**config.mk**
```make
export PLATFORM = sky130hd
export DESIGN_NAME = clock_gate_ctrl_flat
export DESIGN_NICKNAME = d
export VERILOG_FILES = /design/src/rtl/clock_gate_ctrl_if.sv /design/src/rtl/clock_gate_ctrl.sv /design/src/flat_wrapper.sv
export SDC_FILE = /design/constraint.sdc
export NUM_CORES = 1
export LEC_CHECK = 0
export ABC_AREA = 1
export CORE_MARGIN = 10
export CORE_UTILIZATION = 60
export CTS_CLUSTER_SIZE = 20
export DETAILED_ROUTE_END_ITERATION = 7
export GPL_ROUTABILITY_DRIVEN = 0
export GPL_TIMING_DRIVEN = 0
export PLACE_DENSITY = 0.84
export SYNTH_ARGS = -nofsm -noshare
export SYNTH_HDL_FRONTEND = slang
export SYNTH_SLANG_ARGS = --single-unit
```
**constraint.sdc**
```tcl
create_clock -name clk_i -period 2.1 [get_ports clk_i]
set_input_delay 0.63 -clock clk_i [delete_from_list [all_inputs] [get_ports clk_i]]
set_output_delay 0.63 -clock clk_i [all_outputs]
set_load 0.01 [all_outputs]
```
**src/rtl/clock_gate_ctrl_if.sv**
```systemverilog
// Handshake bundle between the clock-gate sequencer and its environment:
// activity/wake inputs and the COND register port of the gated-clock primitive.
interface clock_gate_ctrl_if #(
    parameter int NREQ = 4
);
    logic            busy;
    logic            force_on;
    logic [NREQ-1:0] wake_req;
    logic            sleep_ack;
    logic            cond;
    logic            cond_en;
    logic            sleep_req;
    logic [NREQ-1:0] wake_ack;
    logic            ready;
    logic            gated;

    modport master (
        output busy, force_on, wake_req, sleep_ack,
        input  cond, cond_en, sleep_req, wake_ack, ready, gated
    );

    modport slave (
        input  busy, force_on, wake_req, sleep_ack,
        output cond, cond_en, sleep_req, wake_ack, ready, gated
    );
endinterface

```
**src/rtl/clock_gate_ctrl.sv**
```systemverilog
// Always-on sequencer that gates a clock after a programmable idle period
// (with a quiesce handshake) and re-enables it on any wake request.
module clock_gate_ctrl #(
    parameter int IDLE_CYCLES = 16,
    parameter int CNT_W       = 8,
    parameter int NREQ        = 4,
    parameter int WAKE_LAT    = 2
) (
    input  logic               clk_i,
    input  logic               rst_ni,
    clock_gate_ctrl_if.slave   bus
);
    localparam logic [1:0] ST_RUN      = 2'd0;
    localparam logic [1:0] ST_SLEEP_HS = 2'd1;
    localparam logic [1:0] ST_OFF      = 2'd2;
    localparam logic [1:0] ST_WAKING   = 2'd3;

    localparam logic [CNT_W-1:0] IDLE_MAX  = CNT_W'(IDLE_CYCLES - 1);
    localparam logic [CNT_W-1:0] WAKE_INIT = CNT_W'(WAKE_LAT - 1);

    logic [1:0]       state_q, state_d;
    logic [CNT_W-1:0] idle_cnt_q, idle_cnt_d;
    logic [CNT_W-1:0] wake_cnt_q, wake_cnt_d;
    logic             cond_q, cond_d;
    logic             cond_en_q, cond_en_d;
    logic             sleep_req_q, sleep_req_d;
    logic             ready_q, ready_d;
    logic             gated_q, gated_d;
    logic             ack_en;
    logic             idle;
    logic [NREQ-1:0]  ack_d, ack_q;
    logic [NREQ-1:0]  mask_d, mask_q;

    assign idle = !bus.busy && !bus.force_on && (bus.wake_req == '0);

    always_comb begin
        state_d     = state_q;
        idle_cnt_d  = idle_cnt_q;
        wake_cnt_d  = wake_cnt_q;
        cond_d      = cond_q;
        cond_en_d   = 1'b0;
        sleep_req_d = sleep_req_q;
        ready_d     = ready_q;
        gated_d     = gated_q;
        ack_en      = 1'b0;
        case (state_q)
            ST_RUN: begin
                ack_en = 1'b1;
                if (!idle) begin
                    idle_cnt_d = '0;
                end else if (idle_cnt_q == IDLE_MAX) begin
                    state_d     = ST_SLEEP_HS;
                    sleep_req_d = 1'b1;
                    idle_cnt_d  = '0;
                end else begin
                    idle_cnt_d = idle_cnt_q + 1'b1;
                end
            end
            ST_SLEEP_HS: begin
                // Losing idleness wins over a late quiesce confirmation.
                if (!idle) begin
                    state_d     = ST_RUN;
                    sleep_req_d = 1'b0;
                end else if (bus.sleep_ack) begin
                    state_d     = ST_OFF;
                    cond_d      = 1'b0;
                    cond_en_d   = 1'b1;
                    ready_d     = 1'b0;
                    gated_d     = 1'b1;
                    sleep_req_d = 1'b0;
                end
            end
            ST_OFF: begin
                // Wait out the gating write so COND_EN never strobes back-to-back.
                if (!cond_en_q && ((bus.wake_req != '0) || bus.force_on)) begin
                    state_d    = ST_WAKING;
                    cond_d     = 1'b1;
                    cond_en_d  = 1'b1;
                    gated_d    = 1'b0;
                    wake_cnt_d = WAKE_INIT;
                end
            end
            default: begin
                if (wake_cnt_q == '0) begin
                    state_d = ST_RUN;
                    ready_d = 1'b1;
                    ack_en  = 1'b1;
                end else begin
                    wake_cnt_d = wake_cnt_q - 1'b1;
                end
            end
        endcase
    end

    // Each requester is acked once; its mask clears only when the request drops.
    for (genvar gi = 0; gi < NREQ; gi++) begin : g_req
        assign ack_d[gi]  = ack_en && bus.wake_req[gi] && !mask_q[gi];
        assign mask_d[gi] = bus.wake_req[gi] && (mask_q[gi] || ack_d[gi]);

        always_ff @(posedge clk_i or negedge rst_ni) begin
            if (!rst_ni) begin
                ack_q[gi]  <= 1'b0;
                mask_q[gi] <= 1'b0;
            end else begin
                ack_q[gi]  <= ack_d[gi];
                mask_q[gi] <= mask_d[gi];
            end
        end
    end

    always_ff @(posedge clk_i or negedge rst_ni) begin
        if (!rst_ni) begin
            state_q     <= ST_RUN;
            idle_cnt_q  <= '0;
            wake_cnt_q  <= '0;
            cond_q      <= 1'b1;
            cond_en_q   <= 1'b0;
            sleep_req_q <= 1'b0;
            ready_q     <= 1'b1;
            gated_q     <= 1'b0;
        end else begin
            state_q     <= state_d;
            idle_cnt_q  <= idle_cnt_d;
            wake_cnt_q  <= wake_cnt_d;
            cond_q      <= cond_d;
            cond_en_q   <= cond_en_d;
            sleep_req_q <= sleep_req_d;
            ready_q     <= ready_d;
            gated_q     <= gated_d;
        end
    end

    assign bus.cond      = cond_q;
    assign bus.cond_en   = cond_en_q;
    assign bus.sleep_req = sleep_req_q;
    assign bus.wake_ack  = ack_q;
    assign bus.ready     = ready_q;
    assign bus.gated     = gated_q;
endmodule

```
**src/flat_wrapper.sv**
```systemverilog
// flat-port wrapper written by rule: the top's interface ports become plain ports
module clock_gate_ctrl_flat 
#(
    parameter int IDLE_CYCLES = 16,
    parameter int CNT_W       = 8,
    parameter int NREQ        = 4,
    parameter int WAKE_LAT    = 2
)
  (clk_i, rst_ni, bus_busy, bus_force_on, bus_wake_req, bus_sleep_ack, bus_cond, bus_cond_en, bus_sleep_req, bus_wake_ack, bus_ready, bus_gated);
  clock_gate_ctrl_if #(.NREQ(NREQ)) bus_i ();
  input  logic clk_i;
  input  logic rst_ni;
  input wire logic [$bits(bus_i.busy)-1:0] bus_busy;
  input wire logic [$bits(bus_i.force_on)-1:0] bus_force_on;
  input wire logic [$bits(bus_i.wake_req)-1:0] bus_wake_req;
  input wire logic [$bits(bus_i.sleep_ack)-1:0] bus_sleep_ack;
  output wire logic [$bits(bus_i.cond)-1:0] bus_cond;
  output wire logic [$bits(bus_i.cond_en)-1:0] bus_cond_en;
  output wire logic [$bits(bus_i.sleep_req)-1:0] bus_sleep_req;
  output wire logic [$bits(bus_i.wake_ack)-1:0] bus_wake_ack;
  output wire logic [$bits(bus_i.ready)-1:0] bus_ready;
  output wire logic [$bits(bus_i.gated)-1:0] bus_gated;
  assign bus_i.busy = bus_busy;
  assign bus_i.force_on = bus_force_on;
  assign bus_i.wake_req = bus_wake_req;
  assign bus_i.sleep_ack = bus_sleep_ack;
  assign bus_cond = bus_i.cond;
  assign bus_cond_en = bus_i.cond_en;
  assign bus_sleep_req = bus_i.sleep_req;
  assign bus_wake_ack = bus_i.wake_ack;
  assign bus_ready = bus_i.ready;
  assign bus_gated = bus_i.gated;
  clock_gate_ctrl #(.IDLE_CYCLES(IDLE_CYCLES), .CNT_W(CNT_W), .NREQ(NREQ), .WAKE_LAT(WAKE_LAT)) u_core (.clk_i(clk_i), .rst_ni(rst_ni), .bus(bus_i));
endmodule
```
==> results.tsv <==
stage	metric	value	unit
status	status	finished, final reports clean	
setup_path	Cell Chain, Critical Path	clkdlybuf4s50_1	
setup_path	CP top delay family	flip-flops	
clocking	clock sink total	31	
layout	layout cells sized above 1	17.2	%
logic_synthesis	simple-gate share of the synthesized area	28.0	%
timing	setup ws final	0.0804	ns
global_routing	GRT Resource Usage Total	13.1	%
place	DPL Wire Length	2500	um
global_routing	GRT overflow	0	
timing	Slew @ Worst Pin	0.658	ns
setup_path	worst path required time	1.47	ns
routing	Routed WL	3280	um
floorplan	Vert. Die Dim	73.7	um
logic_synthesis	synthesized instance count	214	
setup_path	Crit-path slowest cell	dfstp_2	
logic_synthesis	synthesized flop and latch total	31	
setup_path	R2R Setup Slk	0.51	ns
timing	setup violators final	0	
floorplan	io pins	18	
routing	vias post-DR	1405	
logic_synthesis	post-synthesis sequential area ratio	44.9	%
global_routing	first-pass GRT wire length	5690	um
timing	RSZ-0062 raised after global routing	no	
setup_path	CP Launch Type	register	
routing	DRC Markers	0	
timing	Fmax	0.495	GHz
global_routing	largest net degree at the start of global routing	32	
timing	TNS Setup	0	ns
clocking	post-CTS sizing	0	
setup_path	WP depth	1	
layout	NumNets Final	254	
timing	Relative slew margins	56.1	%
logic_synthesis	synthesized area	0.00173	mm^2
floorplan	area of the core	0.00276	mm^2
logic_synthesis	mux cell area share after synthesis	0	%
clocking	Clock Tree Buf Depth	2	
routing	TritonRoute pass-1 iters	4	
routing	initial DRC count	142	
logic_synthesis	Synth area leader	dfrtp_1	
clocking	# Post-CTS Setup Buffers	0	
place	Port Buffers	17	
logic_synthesis	Compound-Gate Fraction of Synth Area	12.4	%
layout	Syn-to-layout area delta	16.8	%
routing	antenna viol nets, final	0	
setup_path	Max FO, Critical Path	2	
floorplan	# rows	19	
setup_path	Setup CP Type	register to output pin	
flow_run	Max-Cap Viols	0	
routing	Wirelength per Cell	12.1	um
logic_synthesis	top post-synthesis cells by area	dfrtp_1, nand2_1, ha_1	
logic_synthesis	EDFF count, synth	0	
setup_path	crit-path max cell delay	0.54	ns
logic_synthesis	synth unique cells	32	
timing	final period utilization	96.2	%
clocking	clk root buf	clkbuf_4	
timing	clk_skew	0.0170	ns
clocking	CTS tree	yes	
routing	vias per inst	5.20	
logic_synthesis	Post-Synth XOR/XNOR Area	2.53	%
logic_synthesis	FFs w/ async S/R, synth	100	%
logic_synthesis	Syn Nets	230	
global_routing	initial antenna violation count	0	
timing	Final Hold Viols	0	
logic_synthesis	largest family of logic cells by synthesized area	simple AND/OR/NAND/NOR gates	
setup_path	Worst setup EP type	output pin	
clocking	clk_lat worst skew	0.34	ns
power	Pwr per Cell Area	567	mW/mm^2
clocking	clock slew at reported path FFs	0.11	ns
clocking	CTS Hold Bufs	0	
logic_synthesis	Synth Flop Type	dfrtp_1	
setup_path	Arr. time, crit path	1.39	ns
layout	Ant. Diodes	0	
logic_synthesis	syn avg cell area	8.10	um^2
timing	Max Slew Vio Count	0	
logic_synthesis	top cell type's share of synthesized area	41.9	%
logic_synthesis	top-count cell post-synth	nand2_1	
logic_synthesis	Yosys warnings	0	
worst_hold_path	HP Class	primary input to asynchronous set/reset pin	
place	pre-CTS setup slack	0.00789	ns
power	Leak	0.977	nW
power	VDD IR max	0.705	mV
layout	Filler Cell Count	234	
logic_synthesis	most frequent cells after synthesis	nand2_1, dfrtp_1, nor2_1, inv_1, nand3_1	
clocking	H-tree levels	2	
floorplan	Initial Util	62.8	%
setup_path	Worst Reg2Reg Path Length in Cells	9	
floorplan	chip width	73.7	um
clocking	Num CTS Buffers	5	
logic_synthesis	area share of fa/ha/maj cells after synthesis	5.05	%
setup_path	Buffers & Inverters on Critical Path	1	
timing	fin crit period	2.02	ns
global_routing	vias in the first global route	1291	
floorplan	Die Footprint	0.00544	mm^2
## path summary, 6_finish.rpt
| kind | startpoint | to |
|---|---|---|
| worst max-delay path | u_core.bus.cond$_DFFE_PN1P_ | bus_cond |
| worst min-delay path | rst_ni | u_core.bus.sleep_req$_DFFE_PN0P_ |
| worst max register to register | u_core.state_q[0]$_DFFE_PN0P_ | u_core.state_q[1]$_DFFE_PN0P_ |
| worst min register to register | u_core.mask_q[2]$_DFF_PN0_ | u_core.bus.wake_ack[2]$_DFF_PN0_ |
| max in group asynchronous | rst_ni | u_core.wake_cnt_q[1]$_DFFE_PN0P_ |
| min in group clk_i | u_core.mask_q[2]$_DFF_PN0_ | u_core.bus.wake_ack[2]$_DFF_PN0_ |
## power breakdown
group | internal [mW] | switching (mW) | leakage (nW)
Clock | 0.281 | 0.206 | 0.0482
Sequential | 0.605 | 0.00343 | 0.397
Combinational | 0.0239 | 0.0276 | 0.532
## cells by family after synthesis
family	count (synthesis)
compound gates	36
xor+xnor	5
fa+ha+maj	7
buf+inv	32
flops	31
simple gates	103
## final cells by class
cell class,instances,area (um^2),area share (%)
buffer,2,10.0,0.495
clock buffer,6,51.3,2.54
clock inverter,2,35.0,1.73
inverter,30,113,5.57
multi-input combinational,151,832,41.1
sequential,31,778,38.5
tap,31,38.8,1.92
timing repair buffer,17,165,8.16
## per-stage QoR
step / hold slack, ns / cell area [um^2] / instances / power [mW] / utilization [%]
2_1_floorplan: 0.334 / 1730 / 214 / 0.633 / -
3_3_place_gp: 0.409 / 1940 / 262 / 0.672 / 70.4
3_5_place_dp: 0.424 / 1940 / 262 / 0.673 / 70.2
4_1_cts: 0.330 / 2020 / 270 / 1.16 / 73.4
5_1_grt: 0.366 / 2020 / 270 / 1.18 / 73.4
6_report: 0.307 / 2020 / 270 / 1.15 / 73.4
## placed cells by master, fill, tap and decap left out, types with 2 or more instances in the layout
cell type and count:
nor3_1 2, nand2_1 51, dfrtp_1 29, inv_2 10, o21ai_0 10, nand3_1 12, nand3_2 3, clkdlybuf4s50_1 16
inv_1 19, nor2_1 21, a21oi_1 7, nand2_2 3, xor2_1 4, nor2_2 4, dfstp_2 2, clkbuf_4 5
buf_2 3, o21ai_1 11, nor2_4 2, o21ai_2 2, ha_1 7
## routing by layer
layer,vias to the layer above,routed length (um),global-route usage (%)
li1,730,-,-
met1,644,1640,17.1
met2,26,1390,19.2
met3,5,194,4.31
met4,0,44,5.59
met5,-,0,0
## sequential cells by signal, indices dropped and copies added (netlist names)
| name | cells |
|---|---|
| u_core.bus.cond | 1 |
| u_core.bus.cond_en | 1 |
| u_core.bus.gated | 1 |
| u_core.bus.ready | 1 |
| u_core.bus.sleep_req | 1 |
| u_core.bus.wake_ack | 4 |
| u_core.idle_cnt_q | 8 |
| u_core.mask_q | 4 |
| u_core.state_q | 2 |
| u_core.wake_cnt_q | 8 |
Power figures use the tool's default switching activity.
